[src/rtl/ones_comp_checksum_accum.sv]
// -----------------------------------------------------------------------------
// ones_comp_checksum_accum
//
// Streaming one's-complement accumulator. It sums a packet of WIDTH-bit words
// with end-around carry, one word per clock, and reports the sum and its
// complement as an Internet-style checksum.
//
// Parameters
//   WIDTH    data word / accumulator width in bits (>= 2)
//   COUNT_W  width of the accepted-word counter
//
// Ports
//   clk           in   rising-edge clock
//   rst_n         in   asynchronous active-low reset (aborts any packet)
//   start         in   begin a new packet (sampled in IDLE only)
//   in_valid      in   input word valid
//   in_ready      out  accumulator can accept a word (ACCUM state)
//   in_data       in   input word
//   in_last       in   final word of packet (only meaningful on accept)
//   out_valid     out  result available (DONE state)
//   out_ready     in   consumer accepts result
//   sum_out       out  one's-complement sum of the packet
//   checksum_out  out  ~sum_out
//   word_count    out  words accepted in current/last packet (saturating)
//   busy          out  high in ACCUM or DONE
//   chk_ok        out  only with OCSUM_VERIFY_EN: out_valid & (sum == all-ones)
//
// Build option
//   OCSUM_VERIFY_EN  when defined, adds the chk_ok port. A packet that carries
//                    its own checksum sums to all-ones and verifies good.
// -----------------------------------------------------------------------------
module ones_comp_checksum_accum #(
    parameter int WIDTH   = 16,
    parameter int COUNT_W = 8
) (
    input  logic               clk,
    input  logic               rst_n,
    input  logic               start,
    input  logic               in_valid,
    output logic               in_ready,
    input  logic [WIDTH-1:0]   in_data,
    input  logic               in_last,
    output logic               out_valid,
    input  logic               out_ready,
    output logic [WIDTH-1:0]   sum_out,
    output logic [WIDTH-1:0]   checksum_out,
    output logic [COUNT_W-1:0] word_count,
    output logic               busy
`ifdef OCSUM_VERIFY_EN
    ,
    output logic               chk_ok
`endif
);

    typedef enum logic [1:0] {
        ST_IDLE  = 2'd0,
        ST_ACCUM = 2'd1,
        ST_DONE  = 2'd2
    } state_t;

    localparam logic [WIDTH-1:0]   ALL_ONES = {WIDTH{1'b1}};
    localparam logic [COUNT_W-1:0] CNT_MAX  = {COUNT_W{1'b1}};
    localparam logic [COUNT_W-1:0] CNT_ONE  = {{(COUNT_W-1){1'b0}}, 1'b1};

    // One's-complement add with end-around carry. The carry fold cannot
    // itself carry out: if the first add overflowed, its low part is at most
    // 2^WIDTH-2, so adding the carry back stays in range.
    function automatic logic [WIDTH-1:0] oc_add(input logic [WIDTH-1:0] a,
                                                input logic [WIDTH-1:0] b);
        logic [WIDTH:0] s;
        s = {1'b0, a} + {1'b0, b};
        return s[WIDTH-1:0] + {{(WIDTH-1){1'b0}}, s[WIDTH]};
    endfunction

    state_t               state_r;
    logic [WIDTH-1:0]     acc_r;
    logic [COUNT_W-1:0]   word_count_r;
    logic                 in_ready_r;
    logic                 out_valid_r;
    logic                 busy_r;

    logic                 accept_s;
    logic [WIDTH-1:0]     acc_next_s;
    logic [COUNT_W-1:0]   count_next_s;

    // Handshake decode and next accumulator / saturating counter values.
    always_comb begin
        accept_s     = in_valid & in_ready_r;
        acc_next_s   = oc_add(acc_r, in_data);
        count_next_s = (word_count_r == CNT_MAX) ? word_count_r
                                                 : (word_count_r + CNT_ONE);
    end

    // Packet FSM with registered handshake/status outputs kept in step with state.
    always_ff @(posedge clk or negedge rst_n) begin
        if (!rst_n) begin
            state_r      <= ST_IDLE;
            acc_r        <= {WIDTH{1'b0}};
            word_count_r <= {COUNT_W{1'b0}};
            in_ready_r   <= 1'b0;
            out_valid_r  <= 1'b0;
            busy_r       <= 1'b0;
        end else begin
            case (state_r)
                ST_IDLE: begin
                    if (start) begin
                        state_r      <= ST_ACCUM;
                        acc_r        <= {WIDTH{1'b0}};
                        word_count_r <= {COUNT_W{1'b0}};
                        in_ready_r   <= 1'b1;
                        busy_r       <= 1'b1;
                    end
                end
                ST_ACCUM: begin
                    if (accept_s) begin
                        acc_r        <= acc_next_s;
                        word_count_r <= count_next_s;
                        if (in_last) begin
                            state_r     <= ST_DONE;
                            in_ready_r  <= 1'b0;
                            out_valid_r <= 1'b1;
                        end
                    end
                end
                ST_DONE: begin
                    // start is deliberately not looked at here, even in the
                    // release cycle; it must be reasserted once back in IDLE.
                    if (out_ready) begin
                        state_r     <= ST_IDLE;
                        out_valid_r <= 1'b0;
                        busy_r      <= 1'b0;
                    end
                end
                default: begin
                    state_r     <= ST_IDLE;
                    in_ready_r  <= 1'b0;
                    out_valid_r <= 1'b0;
                    busy_r      <= 1'b0;
                end
            endcase
        end
    end

`ifdef OCSUM_VERIFY_EN
    logic chk_ok_r;

    // Verify flag: set on entry to DONE when the final sum is all-ones,
    // cleared when the result is consumed.
    always_ff @(posedge clk or negedge rst_n) begin
        if (!rst_n) begin
            chk_ok_r <= 1'b0;
        end else if ((state_r == ST_ACCUM) && accept_s && in_last) begin
            chk_ok_r <= (acc_next_s == ALL_ONES);
        end else if ((state_r == ST_DONE) && out_ready) begin
            chk_ok_r <= 1'b0;
        end else begin
            chk_ok_r <= chk_ok_r;
        end
    end

    assign chk_ok = chk_ok_r;
`endif

    assign in_ready     = in_ready_r;
    assign out_valid    = out_valid_r;
    assign busy         = busy_r;
    assign word_count   = word_count_r;
    assign sum_out      = acc_r;
    assign checksum_out = acc_r ^ ALL_ONES;

endmodule

[config.mk]
export PLATFORM = sky130hd
export DESIGN_NAME = ones_comp_checksum_accum
export DESIGN_NICKNAME = d
export VERILOG_FILES = /design/src/rtl/ones_comp_checksum_accum.sv
export SDC_FILE = /design/constraint.sdc
export NUM_CORES = 1
export LEC_CHECK = 0
export CAP_MARGIN = 40
export CORE_MARGIN = 8
export CORE_UTILIZATION = 30
export CTS_BUF_LIST = sky130_fd_sc_hd__clkbuf_4
export DETAILED_ROUTE_END_ITERATION = 16
export GPL_TIMING_DRIVEN = 0
export PLACE_DENSITY = 0.61
export SKIP_CTS_REPAIR_TIMING = 1
export SYNTH_ARGS = -nofsm -noshare
export SYNTH_HDL_FRONTEND = slang
export SYNTH_SLANG_ARGS = --single-unit
[constraint.sdc]
create_clock -name clk -period 4.93 [get_ports clk]
set_clock_uncertainty 0.05 [all_clocks]
set_input_delay 0.493 -clock clk [delete_from_list [all_inputs] [get_ports clk]]
set_output_delay 0.493 -clock clk [all_outputs]
set_load 0.01 [all_outputs]
# After elaboration in Yosys (flattened, before gate mapping)
# Cells that the tools add are included.
# totals
ff_bits	29
inputBits	22
output_inout_bits	43
word_cells	51
# op_classes
add_sub_neg	3
eq_ne	8
n_mux	21
n_bitwise	5
reduce_logical	8
# ops
operator	count
$mux 16	2
$pmux 16 s2	1
$mux 8	3
$add 16x16->17	1
$add 16x1->16	1
$not 16->16	1
$pmux 8 s2	1
$reduce_and 4->1	4
$ne 2x2->1 const B	5
$pmux 1 s3	3
$add 8x1->8 const B	1
$eq 8x8->1 const B	1
$mux 2	4
$mux 1	6
$pmux 2 s3	1
$reduce_and 3->1	2
$not 1->1	3
$eq 2x1->1 const B	1
$eq 2x2->1 const B	1
$logic_not 2->1	1
$reduce_bool 2->1	1
$and 1x1->1	1

# Longest topological paths before layout
# logic_depth
ltp_word	4
depth_mapped	20
ltp_nobuf	20

# Least setup slack after synthesis
# OpenSTA, ideal clock, no wires.
# synth_path
path_type	input to register
startpoint	input port in_data[0]
endpoint	register acc_r[15] (netlist: sum_out[15])
setup_ns	0.126
arrival_ns	4.321
required_time_ns	4.754
path_slack_ns	0.433
path_stages	20
n_path_buf	0
path_cell_list	ha_1 > inv_1 > fa_1 > nand2b_1 > a21o_1 > a2111o_1 > a21o_1 > o21bai_1 > a21o_1 > a21o_1 > a21o_1 > ha_1 > nand2b_1 > or2_2 > inv_1 > nand4_1 > nor4_4 > nand2_2 > o311a_1 > a221o_1
# synth_between
elab_chain_cells	4
# synth_rtl
item	line	source
from (decl)	41	input logic [WIDTH-1:0] in_data,
$add 16x16->17	71	s = {1'b0, a} + {1'b0, b};
$add 16x1->16	72	return s[WIDTH-1:0] + {{(WIDTH-1){1'b0}}, s[WIDTH]};
$mux 16	115	if (accept_s) begin
$pmux 16 s2	104	case (state_r)
to (signal assigned)	98	acc_r <= {WIDTH{1'b0}};
to (signal assigned)	108	acc_r <= {WIDTH{1'b0}};
to (signal assigned)	116	acc_r <= acc_next_s;
to (decl)	76	logic [WIDTH-1:0] acc_r;
# Every way passes these cells. The select of a mux whose other input is x is not followed.
# A chain may end at the register's enable or synchronous reset.

# Worst setup path in the final report
# Same ends and word-level chain as after synthesis.

==> impl_metrics.ini <==
[outcome]
status = finished, final reports clean

[setup_path]
start_kind = input pin
reg2regPathDepth = 20
required_ps = 5110
critical_path.startpoint = in_data[0]
regToRegSetupSlack_ps = 310
critPathKind = input pin to flip-flop
cp.arrival_ps = 4990
critPathMaxFanout = 5
cp-end-kind = flip-flop
rr_endpoint = sum_out[15]
r2r-start = sum_out[0]
crit_end = sum_out[15]

[timing]
setup_viol = 0
post-route-worst-setup-slack_ps = 126
finalMaxSlewViolations = 0
layout_min_cycle_time_ps = 4800
slew_headroom_pct = 55.3
fin_crit_sh_pct = 97.4
fmax_ghz = 0.208
finalHoldViolCount = 0
tightest_slew_ps = 670

[logic_synthesis]
synth-edff-count = 0
synth_cell_type_count = 59
synthFlopType = dfrtp_1
ys_ff_latch = 29
seq_area_frac_synth_pct = 29.1
syn_nets = 332
async_flop_share_pct = 100
synthCells = 290
yosys_warnings = 0
syn_avg_cell_area_um2 = 8.59
syn_area_um2 = 2490

[power]
ir_worst_vdd_uv = 253
powerDensity_nw_per_um2 = 524
power_frac_seq_pct = 22.3
internal_power_uw = 962
sw_frac_of_total_pct = 46.1
comb_power_share_pct = 69.4
power.leakage_uw = 0.00148
p_clk_share_pct = 8.3
switchingPower_uw = 824

[global_route]
grt_pass1_wl_mm = 10.7
grt.total_usage_pct = 11.1
antenna_found_initial = 0
grt_pass1_vias = 2359
grt_overflow_total = 0
grt_start_max_net_pins = 30

[clocking]
cts_max_level = 2
cts-root-buf = clkbuf_4
cts_num_sinks = 29
cts_tree = built
worstSkewPairLatency_ps = 340
clockBufferDepth = 2
cts_buffers = 5
clk_pin_slew_ps = 110

[hold_path]
worst_hold_path_type = input pin to async pin

[run]
cap_violations = 0

[die]
die_x_um = 107
rows = 33
ios = 65
initial_core_util_pct = 30.6
die_h_um = 107
die_area_um2 = 11500
coreArea_um2 = 8130

[placement]
dpl_cell_area_um2 = 3260
gp_congestion = 0.822
port_buffers = 64
post-place-ws_ps = -511
hpwlAfterDp_mm = 5.10

[route]
avgRoutedWirePerCell_um = 14.0
drt_first_iter_violations = 58
drtAntennaViolNets = 0
via_per_inst = 4.94
drt_wl_total_mm = 6.68
firstDrtPassIters = 5
drc = 0
vias = 2356

[layout]
layout-drive-gt1-share_pct = 11.3
syn_to_final_growth_pct = 36.7
nets = 413
fin_area_um2 = 3410
fill_cells = 797
n_antenna_cell = 0
[area by class of cell]
| type | count | area (µm²) | area share (%) |
|---|---|---|---|
| Multi-Input combinational cell | 225 | 1640 | 48.1 |
| Inverter | 26 | 97.6 | 2.86 |
| Sequential cell | 29 | 726 | 21.3 |
| Buffer | 10 | 46.3 | 1.36 |
| Timing Repair Buffer | 74 | 711 | 20.9 |
| Clock buffer | 5 | 37.5 | 1.10 |
| Tap cell | 105 | 131 | 3.86 |
| Clock inverter | 3 | 17.5 | 0.514 |
[cell usage after synthesis (3+ instances only)]
| cell | number | area, µm² |
|---|---|---|
| xnor2_1 | 10 | 87.6 |
| nor2b_1 | 4 | 25.0 |
| clkbuf_1 | 8 | 30.0 |
| nand2_1 | 23 | 86.3 |
| o21a_1 | 5 | 37.5 |
| a22o_1 | 3 | 26.3 |
| nand3_1 | 9 | 45.0 |
| dfrtp_1 | 29 | 726 |
| xor2_1 | 15 | 131 |
| o21ai_0 | 19 | 95.1 |
| nand4_1 | 6 | 37.5 |
| nor3_1 | 5 | 25.0 |
| or2_2 | 4 | 25.0 |
| inv_1 | 26 | 97.6 |
| a211oi_1 | 4 | 30.0 |
| o21bai_1 | 3 | 22.5 |
| ha_1 | 19 | 238 |
| nand2b_1 | 4 | 25.0 |
| a21o_1 | 10 | 75.1 |
| nor2_1 | 24 | 90.1 |
| o31ai_1 | 3 | 22.5 |
| and3_1 | 3 | 18.8 |
| a21oi_1 | 10 | 50.1 |
[how the worst min path moves through the flow]
stage                          from         end  slack [ps]  cells after the start
after floorplan               rst_n        busy         150                      0
after global placement    out_valid   out_valid         450                      2
after detailed placement  out_valid   out_valid         470                      2
after CTS                     rst_n  sum_out[6]         150                      1
after global routing          rst_n  sum_out[6]         180                      1
final                         rst_n  sum_out[6]         130                      1
[flip-flops by register name, summed over array words and instances, names as in the netlist]
| register | flops |
|---|---|
| out_valid | 1 |
| in_ready | 1 |
| word_count | 8 |
| state_r | 2 |
| sum_out | 16 |
| busy | 1 |
[power groups by stage]
stage	Clock, µW	Combinational (µW)	Sequential, µW
2_1_floorplan	0	769	414
4_1_cts	151	1210	402
6_report	149	1240	398
3_5_place_dp	0	1200	405
3_3_place_gp	0	1190	404
5_1_grt	164	1360	412
[cell usage in the layout, fill, tap and decap left out, types with 4 or more instances in the layout]
| master | n |
|---|---|
| nand3_1 | 9 |
| a211oi_1 | 4 |
| ha_1 | 17 |
| xor2_1 | 15 |
| nor3_1 | 5 |
| clkbuf_4 | 5 |
| nand2_1 | 23 |
| o21a_1 | 5 |
| dfrtp_1 | 29 |
| clkdlybuf4s50_1 | 63 |
| xnor2_1 | 10 |
| nand4_1 | 6 |
| o21ai_0 | 19 |
| nor2_1 | 24 |
| a21o_1 | 10 |
| clkbuf_1 | 8 |
| a21oi_1 | 10 |
| inv_1 | 24 |
| buf_4 | 10 |
| nor2b_1 | 4 |
[critical path, stage by stage]
cell             delay, ps
clkdlybuf4s50_1        460
ha_2                   180
inv_2                   40
fa_2                   390
nand2b_4               150
a21o_1                 220
a2111o_1               490
a21o_1                 210
o21bai_1               140
a21o_1                 120
a21o_1                 110
a21o_1                 150
ha_2                   170
nand2b_1                70
or2_4                  230
inv_2                   60
nand4_1                200
nor4_4                 400
nand2_2                110
o311a_1                300
a221o_1                260
[metrics by stage]
stage	hold slack, ps	instances	setup TNS, ps	utilization (%)	power [µW]
after floorplan	147	290	0	-	1180
after global placement	449	459	-890	40.1	1600
after detailed placement	466	459	-1160	40.1	1610
after CTS	148	467	-151	40.7	1770
after global routing	177	477	-31.9	41.9	1940
final	127	477	0	41.9	1790
[cells by family (layout without fill, tap and decap cells)]
group                      Yosys count  after routing  synth area share, %
buffers and inverters               36            118                 5.77
and+or+nand+nor                     97             97                 20.3
DFF                                 29             29                 29.1
xor gates and xnor gates            26             26                 9.44
muxes                                1              1                0.402
AOI/OAI and AO/OA                   81             81                 24.6
adders and majority gates           20             20                 10.3
[metal layers]
metal  share of wire [%]  up-vias  GRT usage [%]
met1                  46     1102           13.4
met4                0.55        0           2.41
li1                    -     1205              -
met3                 4.0        4           2.28
met5                   0        -              0
met2                  50       45           19.7
Note: power is estimated with default switching activity, not from simulation.
